$ cat src/rtl/input_pkg.sv
// Shared definitions for the player input block: joystick bit layout,
// SOCD mode encodings, the PS/2 keymap for keyboard players 0 and 1,
// and helpers that translate between joystick bit positions and keymap slots.
package input_pkg;

  // Per-player joystick vector layout: directions, then buttons, then start/coin/pause.
  localparam int unsigned JOY_RIGHT = 0;
  localparam int unsigned JOY_LEFT  = 1;
  localparam int unsigned JOY_DOWN  = 2;
  localparam int unsigned JOY_UP    = 3;
  localparam int unsigned JOY_BTN   = 4;

  // Keymap slot layout is the joystick layout with the button field at its widest (6).
  localparam int unsigned KB_MAX_PLAYERS = 2;
  localparam int unsigned NUM_SLOTS      = 13;
  localparam int unsigned SLOT_START     = 10;
  localparam int unsigned SLOT_COIN      = 11;
  localparam int unsigned SLOT_PAUSE     = 12;

  typedef enum logic [1:0] {
    SOCD_PASS    = 2'd0,
    SOCD_NEUTRAL = 2'd1,
    SOCD_LAST    = 2'd2,
    SOCD_RSVD    = 2'd3
  } socd_mode_e;

  // Which direction of an axis was asserted most recently.
  typedef enum logic [1:0] {
    AX_NONE = 2'd0,
    AX_NEG  = 2'd1,
    AX_POS  = 2'd2
  } axis_last_e;

  // {extended, scan code}; service keys are '9' and '0'.
  localparam logic [8:0] SVC_KEY0 = 9'h046;
  localparam logic [8:0] SVC_KEY1 = 9'h045;

  // Slots: right, left, down, up, btn0..btn5, start, coin, pause.
  localparam logic [8:0] KEYMAP [KB_MAX_PLAYERS][NUM_SLOTS] = '{
    // Player 0: arrow keys, LCtrl LAlt Space LShift Z X, '1', '5', 'P'
    '{9'h174, 9'h16B, 9'h172, 9'h175,
      9'h014, 9'h011, 9'h029, 9'h012, 9'h01A, 9'h022,
      9'h016, 9'h02E, 9'h04D},
    // Player 1: D A S W, Q E R F G H, '2', '6', 'O'
    '{9'h023, 9'h01C, 9'h01B, 9'h01D,
      9'h015, 9'h024, 9'h02D, 9'h02B, 9'h034, 9'h033,
      9'h01E, 9'h036, 9'h044}
  };

  function automatic int unsigned joy_w(input int unsigned nb);
    return 7 + nb;
  endfunction

  function automatic int unsigned joy_start(input int unsigned nb);
    return JOY_BTN + nb;
  endfunction

  function automatic int unsigned joy_coin(input int unsigned nb);
    return JOY_BTN + nb + 1;
  endfunction

  function automatic int unsigned joy_pause(input int unsigned nb);
    return JOY_BTN + nb + 2;
  endfunction

  // Keymap slot that feeds joystick bit j for a given button count.
  function automatic int unsigned joy_to_slot(input int unsigned j, input int unsigned nb);
    if (j < JOY_BTN + nb) return j;
    if (j == JOY_BTN + nb) return SLOT_START;
    if (j == JOY_BTN + nb + 1) return SLOT_COIN;
    return SLOT_PAUSE;
  endfunction

endpackage

$ cat src/rtl/player_channel.sv
// One player's output conditioning: SOCD resolution on both axes, coin
// pulse stretching and the pause toggle latch. All outputs are registered.
module player_channel
  import input_pkg::*;
#(
  parameter int unsigned NUM_BUTTONS = 3,
  parameter logic [15:0] COIN_CYCLES = 16'd4096
) (
  input  logic                               clk_sys,
  input  logic                               reset,
  input  logic [1:0]                         socd_mode,
  input  logic [joy_w(NUM_BUTTONS)-1:0]      raw,
  output logic [joy_w(NUM_BUTTONS)-1:0]      joy_out
);

  localparam int unsigned JOY_W   = joy_w(NUM_BUTTONS);
  localparam int unsigned P_COIN  = joy_coin(NUM_BUTTONS);
  localparam int unsigned P_PAUSE = joy_pause(NUM_BUTTONS);

  axis_last_e       h_last_q, h_last_d;
  axis_last_e       v_last_q, v_last_d;
  logic [3:0]       dir_prev_q, dir_prev_d;
  logic             coin_prev_q, coin_prev_d;
  logic             pause_prev_q, pause_prev_d;
  logic [15:0]      cnt_q, cnt_d;
  logic [JOY_W-1:0] out_q, out_d;
  logic [3:0]       dir_rise;
  socd_mode_e       mode;

  // Simultaneous rises leave the axis with no winner until one side releases.
  function automatic axis_last_e axis_next(input axis_last_e last,
                                           input logic neg_rise, input logic pos_rise);
    if (neg_rise && pos_rise) return AX_NONE;
    if (neg_rise) return AX_NEG;
    if (pos_rise) return AX_POS;
    return last;
  endfunction

  // Returns {neg, pos} after applying the SOCD policy to one axis.
  function automatic logic [1:0] axis_resolve(input socd_mode_e m, input axis_last_e last,
                                              input logic neg, input logic pos);
    logic [1:0] r;
    r = {neg, pos};
    if (neg && pos) begin
      case (m)
        SOCD_NEUTRAL: r = 2'b00;
        SOCD_LAST:    r = {last == AX_NEG, last == AX_POS};
        default:      r = {neg, pos};
      endcase
    end
    return r;
  endfunction

  // Next-state: edge detection, axis memory, coin counter, pause latch, outputs.
  always_comb begin
    mode         = socd_mode_e'(socd_mode);
    dir_rise     = raw[3:0] & ~dir_prev_q;
    dir_prev_d   = raw[3:0];
    coin_prev_d  = raw[P_COIN];
    pause_prev_d = raw[P_PAUSE];
    h_last_d     = axis_next(h_last_q, dir_rise[JOY_LEFT], dir_rise[JOY_RIGHT]);
    v_last_d     = axis_next(v_last_q, dir_rise[JOY_DOWN], dir_rise[JOY_UP]);

    cnt_d = cnt_q;
    if (cnt_q != '0) begin
      cnt_d = cnt_q - 16'd1;
    end else if (raw[P_COIN] && !coin_prev_q) begin
      cnt_d = COIN_CYCLES;
    end

    out_d = raw;
    {out_d[JOY_LEFT], out_d[JOY_RIGHT]} = axis_resolve(mode, h_last_d, raw[JOY_LEFT], raw[JOY_RIGHT]);
    {out_d[JOY_DOWN], out_d[JOY_UP]}    = axis_resolve(mode, v_last_d, raw[JOY_DOWN], raw[JOY_UP]);
    out_d[P_COIN]  = (cnt_d != '0) || raw[P_COIN];
    out_d[P_PAUSE] = out_q[P_PAUSE] ^ (raw[P_PAUSE] && !pause_prev_q);
  end

  // State and output registers; reset abandons any coin pulse in flight.
  always_ff @(posedge clk_sys or posedge reset) begin
    if (reset) begin
      h_last_q     <= AX_NONE;
      v_last_q     <= AX_NONE;
      dir_prev_q   <= '0;
      coin_prev_q  <= 1'b0;
      pause_prev_q <= 1'b0;
      cnt_q        <= '0;
      out_q        <= '0;
    end else begin
      h_last_q     <= h_last_d;
      v_last_q     <= v_last_d;
      dir_prev_q   <= dir_prev_d;
      coin_prev_q  <= coin_prev_d;
      pause_prev_q <= pause_prev_d;
      cnt_q        <= cnt_d;
      out_q        <= out_d;
    end
  end

  assign joy_out = out_q;

endmodule

$ cat src/rtl/player_input.sv
// Merges PS/2 keyboard key state with per-player joystick inputs and
// conditions each player's controls through a player_channel.
module player_input
  import input_pkg::*;
#(
  parameter int unsigned NUM_PLAYERS = 2,
  parameter int unsigned NUM_BUTTONS = 3,
  parameter logic [15:0] COIN_CYCLES = 16'd4096
) (
  input  logic                                      clk_sys,
  input  logic                                      reset,
  input  logic [10:0]                               ps2_key,
  input  logic [NUM_PLAYERS*joy_w(NUM_BUTTONS)-1:0] joystick,
  input  logic [1:0]                                socd_mode,
  output logic [NUM_PLAYERS-1:0]                    up,
  output logic [NUM_PLAYERS-1:0]                    down,
  output logic [NUM_PLAYERS-1:0]                    left,
  output logic [NUM_PLAYERS-1:0]                    right,
  output logic [NUM_PLAYERS-1:0]                    start,
  output logic [NUM_PLAYERS-1:0]                    coin,
  output logic [NUM_PLAYERS-1:0]                    pause,
  output logic [NUM_PLAYERS*NUM_BUTTONS-1:0]        buttons,
  output logic [1:0]                                service
);

  localparam int unsigned JOY_W      = joy_w(NUM_BUTTONS);
  localparam int unsigned KB_PLAYERS = (NUM_PLAYERS < KB_MAX_PLAYERS) ? NUM_PLAYERS : KB_MAX_PLAYERS;

  // Key state is kept directly in joystick bit layout so it ORs straight in.
  logic [KB_PLAYERS-1:0][JOY_W-1:0] key_q, key_d;
  logic [1:0] svc_key_q, svc_key_d;
  logic [1:0] service_q, service_d;
  logic       tog_q, tog_d;
  logic       armed_q, armed_d;
  logic       key_evt;
  logic [8:0] key_code;

  // Key event decode; the first clock after reset only captures the toggle bit.
  always_comb begin
    key_code  = ps2_key[8:0];
    key_evt   = armed_q && (ps2_key[10] != tog_q);
    key_d     = key_q;
    svc_key_d = svc_key_q;
    tog_d     = ps2_key[10];
    armed_d   = 1'b1;
    service_d = svc_key_q;
    if (key_evt) begin
      for (int unsigned p = 0; p < KB_PLAYERS; p++) begin
        for (int unsigned j = 0; j < JOY_W; j++) begin
          if (key_code == KEYMAP[p][joy_to_slot(j, NUM_BUTTONS)]) key_d[p][j] = ps2_key[9];
        end
      end
      if (key_code == SVC_KEY0) svc_key_d[0] = ps2_key[9];
      if (key_code == SVC_KEY1) svc_key_d[1] = ps2_key[9];
    end
  end

  // Keyboard state registers.
  always_ff @(posedge clk_sys or posedge reset) begin
    if (reset) begin
      key_q     <= '0;
      svc_key_q <= '0;
      service_q <= '0;
      tog_q     <= 1'b0;
      armed_q   <= 1'b0;
    end else begin
      key_q     <= key_d;
      svc_key_q <= svc_key_d;
      service_q <= service_d;
      tog_q     <= tog_d;
      armed_q   <= armed_d;
    end
  end

  assign service = service_q;

  for (genvar p = 0; p < NUM_PLAYERS; p++) begin : g_player
    logic [JOY_W-1:0] raw;
    logic [JOY_W-1:0] ch_out;

    if (p < KB_PLAYERS) begin : g_kb
      // Keyboard-mapped player: key state OR joystick.
      always_comb raw = key_q[p] | joystick[p*JOY_W +: JOY_W];
    end else begin : g_nokb
      // Players beyond the keyboard map see joystick only.
      always_comb raw = joystick[p*JOY_W +: JOY_W];
    end

    player_channel #(
      .NUM_BUTTONS (NUM_BUTTONS),
      .COIN_CYCLES (COIN_CYCLES)
    ) u_channel (
      .clk_sys   (clk_sys),
      .reset     (reset),
      .socd_mode (socd_mode),
      .raw       (raw),
      .joy_out   (ch_out)
    );

    assign right[p] = ch_out[JOY_RIGHT];
    assign left[p]  = ch_out[JOY_LEFT];
    assign down[p]  = ch_out[JOY_DOWN];
    assign up[p]    = ch_out[JOY_UP];
    assign start[p] = ch_out[joy_start(NUM_BUTTONS)];
    assign coin[p]  = ch_out[joy_coin(NUM_BUTTONS)];
    assign pause[p] = ch_out[joy_pause(NUM_BUTTONS)];
    assign buttons[p*NUM_BUTTONS +: NUM_BUTTONS] = ch_out[JOY_BTN +: NUM_BUTTONS];
  end

endmodule

$ cat config.mk
export PLATFORM = sky130hd
export DESIGN_NAME = player_input
export DESIGN_NICKNAME = d
export VERILOG_FILES = /design/src/rtl/input_pkg.sv /design/src/rtl/player_channel.sv /design/src/rtl/player_input.sv
export SDC_FILE = /design/constraint.sdc
export NUM_CORES = 1
export LEC_CHECK = 0
export ABC_AREA = 1
export BUFFER_PORTS_ARGS = -buffer_cell sky130_fd_sc_hd__buf_2
export CORE_ASPECT_RATIO = 0.8
export CORE_MARGIN = 5
export CORE_UTILIZATION = 58
export DETAILED_ROUTE_END_ITERATION = 6
export PLACE_DENSITY = 0.79
export SLEW_MARGIN = 20
export SYNTH_ARGS = -nofsm -noshare
export SYNTH_HDL_FRONTEND = slang
export SYNTH_SLANG_ARGS = --single-unit
$ cat constraint.sdc
create_clock -name clk_sys -period 8.75 [get_ports clk_sys]
set_clock_uncertainty 0.05 [all_clocks]
set_input_delay 1.75 -clock clk_sys [delete_from_list [all_inputs] [get_ports clk_sys]]
set_output_delay 1.75 -clock clk_sys [all_outputs]
set_load 0.005 [all_outputs]
==> flow_metrics.env <==
export IMPL_outcome="finished, final reports clean"
export IMPL_setup_violations=0
export IMPL_diodes=0
export IMPL_yosysMostFrequentCell="nand2_1"
export IMPL_vias=3904
export IMPL_cts_tree="built"
export IMPL_ys_top_cells_by_count="nand2_1 (137), nor2_1 (125), dfrtp_1 (98)"
export IMPL_synthArstFlopShare_pct=100.0
export IMPL_clock_sinks=98
export IMPL_crit_start="ps2_key[6]"
export IMPL_std_cell_rows=29
export IMPL_yosysUniqueCellTypes=32
export IMPL_ant_nets=0
export IMPL_final_cells=771
export IMPL_synth_edff_count=0
export IMPL_whs_path_depth=0
export IMPL_root_buffer="clkbuf_8"
export IMPL_dpl_instance_area_um2=5092
export IMPL_drt_iter0_markers=207
export IMPL_cts_made_buffers=9
export IMPL_design_die_area_um2=10020
export IMPL_finish_instance_area_um2=5276
export IMPL_dp_cells=755
export IMPL_synth_cell_area_um2=4701
export IMPL_relSlewSlack_pct=58.27
export IMPL_drive_gt1_share_pct=15.23
export IMPL_synthFlopType="dfrtp_1"
export IMPL_die_w_um=110.7
export IMPL_worstPathArrival_ps=2920
export IMPL_grt_pass1_wl_um=17010
export IMPL_ios=57
export IMPL_synth_top_area_share_pct=52.17
export IMPL_max_freq_mhz=365.6
export IMPL_hold_violations=0
export IMPL_drv_cap=0
export IMPL_syn_inst=595
export IMPL_seq_area_frac_synth_pct=52.17
export IMPL_start_util_pct=59.43
export IMPL_r2r_start="g_player[1].u_channel.cnt_q[0]$_DFF_PP0_"
export IMPL_rsz0062_at_grt="false"
export IMPL_dieHeight_um=90.52
export IMPL_grt_antenna_before_repair=0
export IMPL_setup_tns_final_ps=0
export IMPL_syn_nets=635
export IMPL_min_period_ps=2735
export IMPL_worst_pin_slew_ps=625.9
export IMPL_power_density_nw_per_um2=155.0
export IMPL_grt_max_degree=51
export IMPL_r2r_cells=11
export IMPL_htreeDepth=3
export IMPL_irDropWorstVdd_mv=0.08702
export IMPL_postCtsSetupBuffers=0
export IMPL_place_hpwl_um=7347
export IMPL_grt_pass1_vias=3896
export IMPL_yosys_area_top_type="dfrtp_1"
export IMPL_cts_resized=0
export IMPL_crit_required_ps=8930
export IMPL_clockBufferDepth=2
export IMPL_grt_total_usage_pct=20.38
export IMPL_drc=0
export IMPL_holdCritStartpoint="service_d[0]$_DFFE_PP0P_"
export IMPL_wl_per_cell_um=12.57
export IMPL_layout_nets=698
export IMPL_startpoint_type="primary input"
export IMPL_synth_seq_cells=98
export IMPL_yosys_warnings=0
export IMPL_timing_final_crit_share_pct=31.26
export IMPL_holdBufCountCts=0
export IMPL_vias_per_cell=5.064
export IMPL_core_area_um2=7910
export IMPL_critPathMaxFanout=7
export IMPL_min_path_type="reg2reg"
export IMPL_setup_worst_path_end_class="register"
export IMPL_synthTopCellsByArea="dfrtp_1 (52%), nand2_1 (11%), nor2_1 (10%)"
export IMPL_grt_remaining_overflow=0
export IMPL_hold_end="service[0]$_DFF_PP0_"
export IMPL_drtPass1Iterations=4
export IMPL_r2r_slack_ps=6690
export IMPL_leakage_nw=2.706
export IMPL_syn_to_final_growth_pct=12.24
export IMPL_worstSkewPairLatency_ps=370
export IMPL_power_total_mw=0.8176
export IMPL_gp_congestion=0.8947
export IMPL_regToRegEndpoint="g_player[1].u_channel.joy_out[8]$_DFF_PP0_"
export IMPL_io_buffers=56
export IMPL_synth_area_per_cell_um2=7.900
export IMPL_wl_um=9691
export IMPL_final_max_slew_viol_count=0
export IMPL_critPathKind="in2reg"
export IMPL_clk_pin_slew_worst_paths_ps=100
worst max-delay path: stages:
cell and delay [ps]:
buf_2 100, or2_1 270, nor3_2 150, nand3_1 220
or2_0 300, nand2_1 70, o21ai_1 60
power breakdown:
| part | total [mW] | internal [mW] | switching (mW) | leakage (nW) |
|---|---|---|---|---|
| Clock | 0.274 | 0.109 | 0.165 | 0.0965 |
| Sequential | 0.480 | 0.471 | 0.00833 | 1.18 |
| Combinational | 0.0641 | 0.0251 | 0.0389 | 1.43 |
| Total | 0.818 | 0.605 | 0.212 | 2.71 |
cell type report:
class	count	area (um^2)
Clock buffer	9	123.9
Clock inverter	7	60.06
Fill cell	683	2634
Inverter	85	321.6
Multi-Input combinational cell	407	1896
Sequential cell	98	2452
Tap cell	108	135.1
Timing Repair Buffer	57	287.8
logic make-up after synthesis:
logic type               Yosys count  share of synthesized area, %
AO/OA/AOI/OAI                     50                         6.175
XOR/XNOR                          11                         2.049
adder cells (fa/ha/maj)            5                         1.331
buffers and inverters             90                         7.506
flip-flops                        98                         52.17
multiplexers                       1                        0.2395
other                              1                       0.07977
AND/OR/NAND/NOR                  339                         30.45
how the worst max path moves through the flow:
stage | to | slack, ps | depth (start not counted)
after detailed placement | key_q[12]$_DFFE_PP0P_ | 5690 | 7
after floorplan | armed_q$_DFF_PP0_ | 4390 | 1
final | key_q[12]$_DFFE_PP0P_ | 6010 | 7
after global placement | key_q[12]$_DFFE_PP0P_ | 5700 | 7
after global routing | g_player[1].u_channel.cnt_q[0]$_DFF_PP0_ | 5950 | 3
after CTS | pause[0] | 6030 | 1
cell usage in the layout, fill, tap and decap left out, types with 2 or more instances in the layout:
| cell | n |
|---|---|
| or2_2 | 8 |
| ha_1 | 5 |
| buf_2 | 56 |
| clkbuf_8 | 9 |
| nand2_2 | 3 |
| o21ai_0 | 12 |
| nand3_1 | 37 |
| a31oi_1 | 4 |
| nand4_1 | 5 |
| xor2_1 | 6 |
| nor3_2 | 3 |
| nor2_2 | 11 |
| clkinv_4 | 2 |
| nand2_1 | 137 |
| nor3_1 | 3 |
| nor2_1 | 125 |
| xnor2_1 | 5 |
| o21ai_1 | 3 |
| dfrtp_1 | 98 |
| o21a_1 | 10 |
| nand3b_1 | 4 |
| inv_1 | 83 |
| a21oi_1 | 17 |
| inv_6 | 3 |
state kept, by name (all words and copies together), names as in the netlist:
register / cells
g_player.u_channel.pause_prev_q: 2
g_player.u_channel.coin_prev_q: 2
g_player.u_channel.v_last_q: 4
service_d: 2
g_player.u_channel.dir_prev_q: 8
armed_q: 1
g_player.u_channel.h_last_q: 4
tog_q: 1
g_player.u_channel.joy_out: 20
g_player.u_channel.cnt_q: 32
key_q: 20
service: 2
routing by layer:
layer,wire [um],vias up,GRT usage (%)
met5,0,-,0
met3,555,17,5.157
met2,4732,122,33.74
met4,89,0,4.615
li1,-,1968,-
met1,4314,1797,27.22
metrics by stage:
step,hold WS (ps),utilization (%),setup WS [ps]
after floorplan,304.3,-,4388
after global placement,311.1,64.38,5702
after detailed placement,315.5,64.38,5686
after CTS,339.9,66.70,6027
after global routing,361.4,66.70,5950
final,339.0,66.70,6015
(Power assumes the default switching activity.)
